--- src/rtl/led_pkg.sv ---
// Shared encodings for the LED sequencer: display modes, sequencer states
// and bounce direction.
package led_pkg;

  localparam int unsigned MODE_W  = 2;
  localparam int unsigned BLANK_W = 4;

  typedef enum logic [MODE_W-1:0] {
    MODE_SHIFT_R = 2'b00,
    MODE_SHIFT_L = 2'b01,
    MODE_BOUNCE  = 2'b10,
    MODE_FILL    = 2'b11
  } mode_e;

  typedef enum logic {
    ST_RUN   = 1'b0,
    ST_BLANK = 1'b1
  } state_e;

  typedef enum logic {
    DIR_RIGHT = 1'b0,
    DIR_LEFT  = 1'b1
  } dir_e;

endpackage

--- src/rtl/led_tick_gen.sv ---
// Step prescaler: produces a one-cycle step strobe every DIV enabled clocks.
// Ports: Clk, RST_n (async active-low), En (count enable), step (combinational
// strobe, high on the last count of each period while En is high).
module led_tick_gen
  import led_pkg::*;
#(
  parameter int unsigned DIV = 1
) (
  input  logic Clk,
  input  logic RST_n,
  input  logic En,
  output logic step
);

  localparam int unsigned CW = (DIV > 1) ? $clog2(DIV) : 1;
  localparam logic [CW-1:0] CNT_LAST = CW'(DIV - 1);

  logic [CW-1:0] cnt;

  // Free-running modulo-DIV counter, frozen while En is low.
  always_ff @(posedge Clk or negedge RST_n) begin
    if (!RST_n) begin
      cnt <= '0;
    end else if (En) begin
      cnt <= (cnt == CNT_LAST) ? '0 : cnt + CW'(1);
    end
  end

  assign step = En && (cnt == CNT_LAST);

endmodule

--- src/rtl/led_chaser_param.sv ---
// Parametrised LED sequencer with right/left shift, bounce and bar-fill modes,
// optional blank steps between sweeps and a restart pulse.
// Ports: Clk, RST_n (async active-low), En (run enable), Mode (display mode),
// LED (registered pattern, bit WIDTH-1 leftmost), Wrap (registered one-cycle
// pulse after a natural sequence restart).
module led_chaser_param
  import led_pkg::*;
#(
  parameter int unsigned WIDTH       = 8,
  parameter int unsigned DIV         = 1,
  parameter int unsigned BLANK_STEPS = 1
) (
  input  logic             Clk,
  input  logic             RST_n,
  input  logic             En,
  input  logic [1:0]       Mode,
  output logic [WIDTH-1:0] LED,
  output logic             Wrap
);

  localparam logic [WIDTH-1:0]   LED_LSB    = WIDTH'(1);
  localparam logic [WIDTH-1:0]   LED_MSB    = {1'b1, {(WIDTH-1){1'b0}}};
  localparam logic [WIDTH-1:0]   LED_ALL    = '1;
  localparam logic [BLANK_W-1:0] BLANK_LAST = BLANK_W'(BLANK_STEPS - 1);

  logic               step;
  mode_e              mode_in;
  logic [WIDTH-1:0]   led_q, led_d;
  logic [WIDTH-1:0]   led_shl, led_shr;
  logic               wrap_q, wrap_d;
  state_e             state_q, state_d;
  dir_e               dir_q, dir_d;
  logic [BLANK_W-1:0] blank_q, blank_d;
  mode_e              mode_q, mode_d;
  logic               sweep_end;
  logic               bounce_left;

  function automatic logic [WIDTH-1:0] start_pat(input mode_e m);
    return (m == MODE_SHIFT_L) ? LED_LSB : LED_MSB;
  endfunction

  led_tick_gen #(.DIV(DIV)) u_tick (
    .Clk  (Clk),
    .RST_n(RST_n),
    .En   (En),
    .step (step)
  );

  assign mode_in = mode_e'(Mode);
  assign led_shl = led_q << 1;
  assign led_shr = led_q >> 1;

  // Next-state: mode change wins over progression; progression only on steps.
  always_comb begin
    led_d       = led_q;
    wrap_d      = 1'b0;
    state_d     = state_q;
    dir_d       = dir_q;
    blank_d     = blank_q;
    mode_d      = mode_q;
    sweep_end   = 1'b0;
    bounce_left = 1'b0;
    if (step) begin
      if (mode_in != mode_q) begin
        led_d   = start_pat(mode_in);
        mode_d  = mode_in;
        state_d = ST_RUN;
        blank_d = '0;
        dir_d   = DIR_RIGHT;
      end else if (state_q == ST_BLANK) begin
        if (blank_q == BLANK_LAST) begin
          led_d   = start_pat(mode_q);
          state_d = ST_RUN;
          blank_d = '0;
          wrap_d  = 1'b1;
        end else begin
          blank_d = blank_q + BLANK_W'(1);
        end
      end else if (led_q == '0) begin
        // Dark pattern in RUN only arises from an upset; restart cleanly.
        led_d = start_pat(mode_q);
      end else begin
        unique case (mode_q)
          MODE_SHIFT_R: begin
            if (led_q == LED_LSB) sweep_end = 1'b1;
            else                  led_d     = led_shr;
          end
          MODE_SHIFT_L: begin
            if (led_q == LED_MSB) sweep_end = 1'b1;
            else                  led_d     = led_shl;
          end
          MODE_FILL: begin
            if (led_q == LED_ALL) sweep_end = 1'b1;
            else                  led_d     = led_shr | LED_MSB;
          end
          MODE_BOUNCE: begin
            // Turn around at the LSB; arriving back at the MSB ends a period.
            bounce_left = (dir_q == DIR_LEFT) || (led_q == LED_LSB);
            led_d       = bounce_left ? led_shl : led_shr;
            dir_d       = bounce_left ? DIR_LEFT : DIR_RIGHT;
            if (bounce_left && (led_shl == LED_MSB)) begin
              dir_d  = DIR_RIGHT;
              wrap_d = 1'b1;
            end
          end
        endcase
      end
      if (sweep_end) begin
        if (BLANK_STEPS > 0) begin
          led_d   = '0;
          state_d = ST_BLANK;
          blank_d = '0;
        end else begin
          led_d  = start_pat(mode_q);
          wrap_d = 1'b1;
        end
      end
    end
  end

  // State and output registers.
  always_ff @(posedge Clk or negedge RST_n) begin
    if (!RST_n) begin
      led_q   <= LED_MSB;
      wrap_q  <= 1'b0;
      state_q <= ST_RUN;
      dir_q   <= DIR_RIGHT;
      blank_q <= '0;
      mode_q  <= MODE_SHIFT_R;
    end else begin
      led_q   <= led_d;
      wrap_q  <= wrap_d;
      state_q <= state_d;
      dir_q   <= dir_d;
      blank_q <= blank_d;
      mode_q  <= mode_d;
    end
  end

  assign LED  = led_q;
  assign Wrap = wrap_q;

endmodule
--- config.mk ---
export PLATFORM = sky130hd
export DESIGN_NAME = led_chaser_param
export DESIGN_NICKNAME = d
export VERILOG_FILES = /design/src/rtl/led_pkg.sv /design/src/rtl/led_tick_gen.sv /design/src/rtl/led_chaser_param.sv
export SDC_FILE = /design/constraint.sdc
export NUM_CORES = 1
export LEC_CHECK = 0
export ABC_AREA = 1
export CORE_UTILIZATION = 55
export DETAILED_ROUTE_END_ITERATION = 16
export PLACE_DENSITY = 0.78
export SYNTH_ARGS = -nofsm -noshare
export SYNTH_HDL_FRONTEND = slang
export SYNTH_HIERARCHICAL = 1
export SYNTH_SLANG_ARGS = --single-unit
--- constraint.sdc ---
create_clock -name Clk -period 3.5 [get_ports Clk]
set_input_delay 0.7 -clock Clk [delete_from_list [all_inputs] [get_ports Clk]]
set_output_delay 0.7 -clock Clk [all_outputs]
set_load 0.01 [all_outputs]
==> results_dict.tcl <==
set metrics [dict create \
    fin_crit_sh_pct 61.3 \
    required_ns 2.80 \
    postSynthAreaPerCell_um2 7.20 \
    ys.flop_type "dfrtp_1" \
    final_nets 194 \
    r2r_start "blank_q[0]$_DFFE_PN0P_" \
    grt.total_usage_pct 25.3 \
    mappedNetlistNets 179 \
    grt_max_degree 18 \
    met2_wirelength_um 1320 \
    ant_nets 0 \
    period_minus_slack_ns 2.15 \
    antenna_cells 0 \
    slew_violations 0 \
    cts_buffer_depth 2 \
    finalClockSkew_ns 0.00353 \
    ys_ff_latch 17 \
    ios 14 \
    cp_slowest_stage_delay_ns 0.61 \
    drive_gt1_share_pct 16.7 \
    io_buffers 13 \
    r2r_end "LED[1]$_DFFE_PN0P_" \
    root_buffer "clkbuf_4" \
    fillers 187 \
    path_class "reg -> out" \
    cts_tree "yes" \
    slowest_stage "dfstp_2" \
    overflow 0 \
    multi_input_area_um2 708 \
    drt-met1-wl_um 1250 \
    cts_buffers 3 \
    setup_viol 0 \
    dp_hpwl_um 2110 \
    hold-path-endpoint "dir_q$_DFFE_PN0P_" \
    cp_top_family "flip-flops" \
    worstMarginPinSlew_ns 0.746 \
    grt_pass1_vias 1064 \
    die_area_um2 2450 \
    hold_ws_ns 0.508 \
    hold_viol_final 0 \
    netlist_area_um2 1240 \
    crit_path_cell_trace "clkdlybuf4s50_1" \
    synth_edf_count 0 \
    wl_met3_um 136 \
    synth_seq_area_share_pct 34.4 \
    final_common_cell "nand2_1" \
    path_max_fanout 6 \
    grt_first_pass_wirelength_um 4660 \
    clkSinkCount 17 \
    drc 0 \
    rsz0062_at_grt "false" \
    maxCapViolations 0 \
    max_freq_ghz 0.466 \
    route.vias.total 1166 \
    fp.dieW_um 49.5 \
    seq_area_um2 427 \
    hold-path-cell-count 2 \
    ys.warnings.count 6 \
    startpoint_type "register" \
    ir_drop_mv 0.194 \
    topRoutingLayerUsed "met4" \
    clock_latency_ns 0.29 \
    status "finished, final reports clean" \
    dr.pass1.iters 4 \
    vias_per_cell 5.47 \
    min_from "dir_q$_DFFE_PN0P_" \
    synth_cell_type_count 31 \
    cp.arrival_ns 1.45 \
    hold_path.class "reg -> reg" \
    slew_headroom_pct 50.1 \
    core_area_um2 2040 \
    holdBufCountCts 0 \
    h-tree-depth 1 \
    initial_utilization_pct 60.7 \
    cts_resized 0 \
    leakagePower_nw 0.644 \
    timing.final.ws_setup_ns 1.35 \
    area_growth_pct 13.4 \
    clk_pin_slew_ns 0.10 \
    dieHeight_um 49.5 \
    postCtsSetupBuffers 0 \
    wl_per_cell_um 13.0 \
    power_uw 479 \
    gp_congestion 0.932 \
    layout_common_cells "50 x nand2_1, 20 x nand3_1, 16 x dfrtp_1" \
    reg2regPathDepth 8 \
    syn_inst 172 \
    dpl_worst_slack_ns 1.23 \
    cp.buffers_inverters 1 \
    end_kind "output port" \
    grt_antenna_before_repair 0 \
    r2r_slack_ns 1.72 \
    wl_um 2760 \
    tns_ns 0 \
    rows 16 \
    synthArstFlopShare_pct 100 \
    power.density_nw_per_um2 341 \
    drt_iter0_drc 31 \
]
## through the flow
| stage | utilization [%] | instance area, um^2 | cells |
|---|---|---|---|
| 5_1_grt | 68.8 | 1410 | 213 |
| 2_1_floorplan | - | 1240 | 172 |
| 3_5_place_dp | 67.5 | 1380 | 209 |
| 3_3_place_gp | 67.5 | 1380 | 209 |
| 6_report | 68.8 | 1410 | 213 |
| 4_1_cts | 68.8 | 1410 | 213 |
## cell families after synthesis
logic type / count (synthesis) / share of synthesized area [%]
compound gates: 20 / 10.1
xor+xnor: 3 / 3.33
fa+ha+maj: 2 / 2.02
buf+inv: 23 / 8.38
flops: 17 / 34.4
simple gates: 107 / 41.7
## layer usage
metal  vias up  track usage, %
li1        582               -
met3         8            4.63
met4         0            10.0
met5         -               0
met1       539            35.4
met2        37            38.8
## worst max-delay path by stage
stage                       start                 end  slack, ns  cells after the start
2_1_floorplan             Mode[0]  LED[1]$_DFFE_PN0P_       1.90                      6
3_3_place_gp              Mode[1]  LED[6]$_DFFE_PN0P_       1.29                      7
3_5_place_dp              Mode[0]  LED[1]$_DFFE_PN0P_       1.23                      7
4_1_cts        LED[7]$_DFFE_PN1P_              LED[7]       1.35                      1
5_1_grt        LED[7]$_DFFE_PN1P_              LED[7]       1.32                      1
6_report       LED[7]$_DFFE_PN1P_              LED[7]       1.35                      1
## cells in the mapped netlist, types with 2 or more instances
| cell | count | area share (%) |
|---|---|---|
| nand2_1 | 50 | 15 |
| nand3_1 | 20 | 8.1 |
| dfrtp_1 | 16 | 32 |
| inv_1 | 12 | 3.6 |
| nor2_1 | 11 | 3.3 |
| o21ai_1 | 9 | 3.6 |
| nor2_2 | 7 | 3.5 |
| inv_2 | 6 | 1.8 |
| o21ai_0 | 6 | 2.4 |
| nand2_2 | 4 | 2.0 |
| nor3_1 | 4 | 1.6 |
| a31oi_1 | 2 | 1.0 |
| ha_1 | 2 | 2.0 |
| inv_4 | 2 | 1.0 |
| nand2_4 | 2 | 1.8 |
| nand3b_1 | 2 | 1.2 |
| nand4_1 | 2 | 1.0 |
| xnor2_2 | 2 | 2.6 |
## sequential cells by signal, summed over array words and instances, names as in the netlist
name	count
LED	8
blank_q	4
mode_q	2
Wrap	1
dir_q	1
state_q	1
## final cells by class
class,instances,area share [%]
multi-input cells,132,50.4
repair buffers,13,9.26
flip-flops and latches,17,30.4
well taps,27,2.40
clock buffers,4,1.87
inverters,20,5.70
## where the power goes
group          switching [mW]  internal, mW
Combinational          0.0955        0.0535
Clock                  0.0614        0.0443
Sequential             0.0165         0.208
Total                   0.173         0.305
No activity file was read; power rests on OpenSTA's default activity.
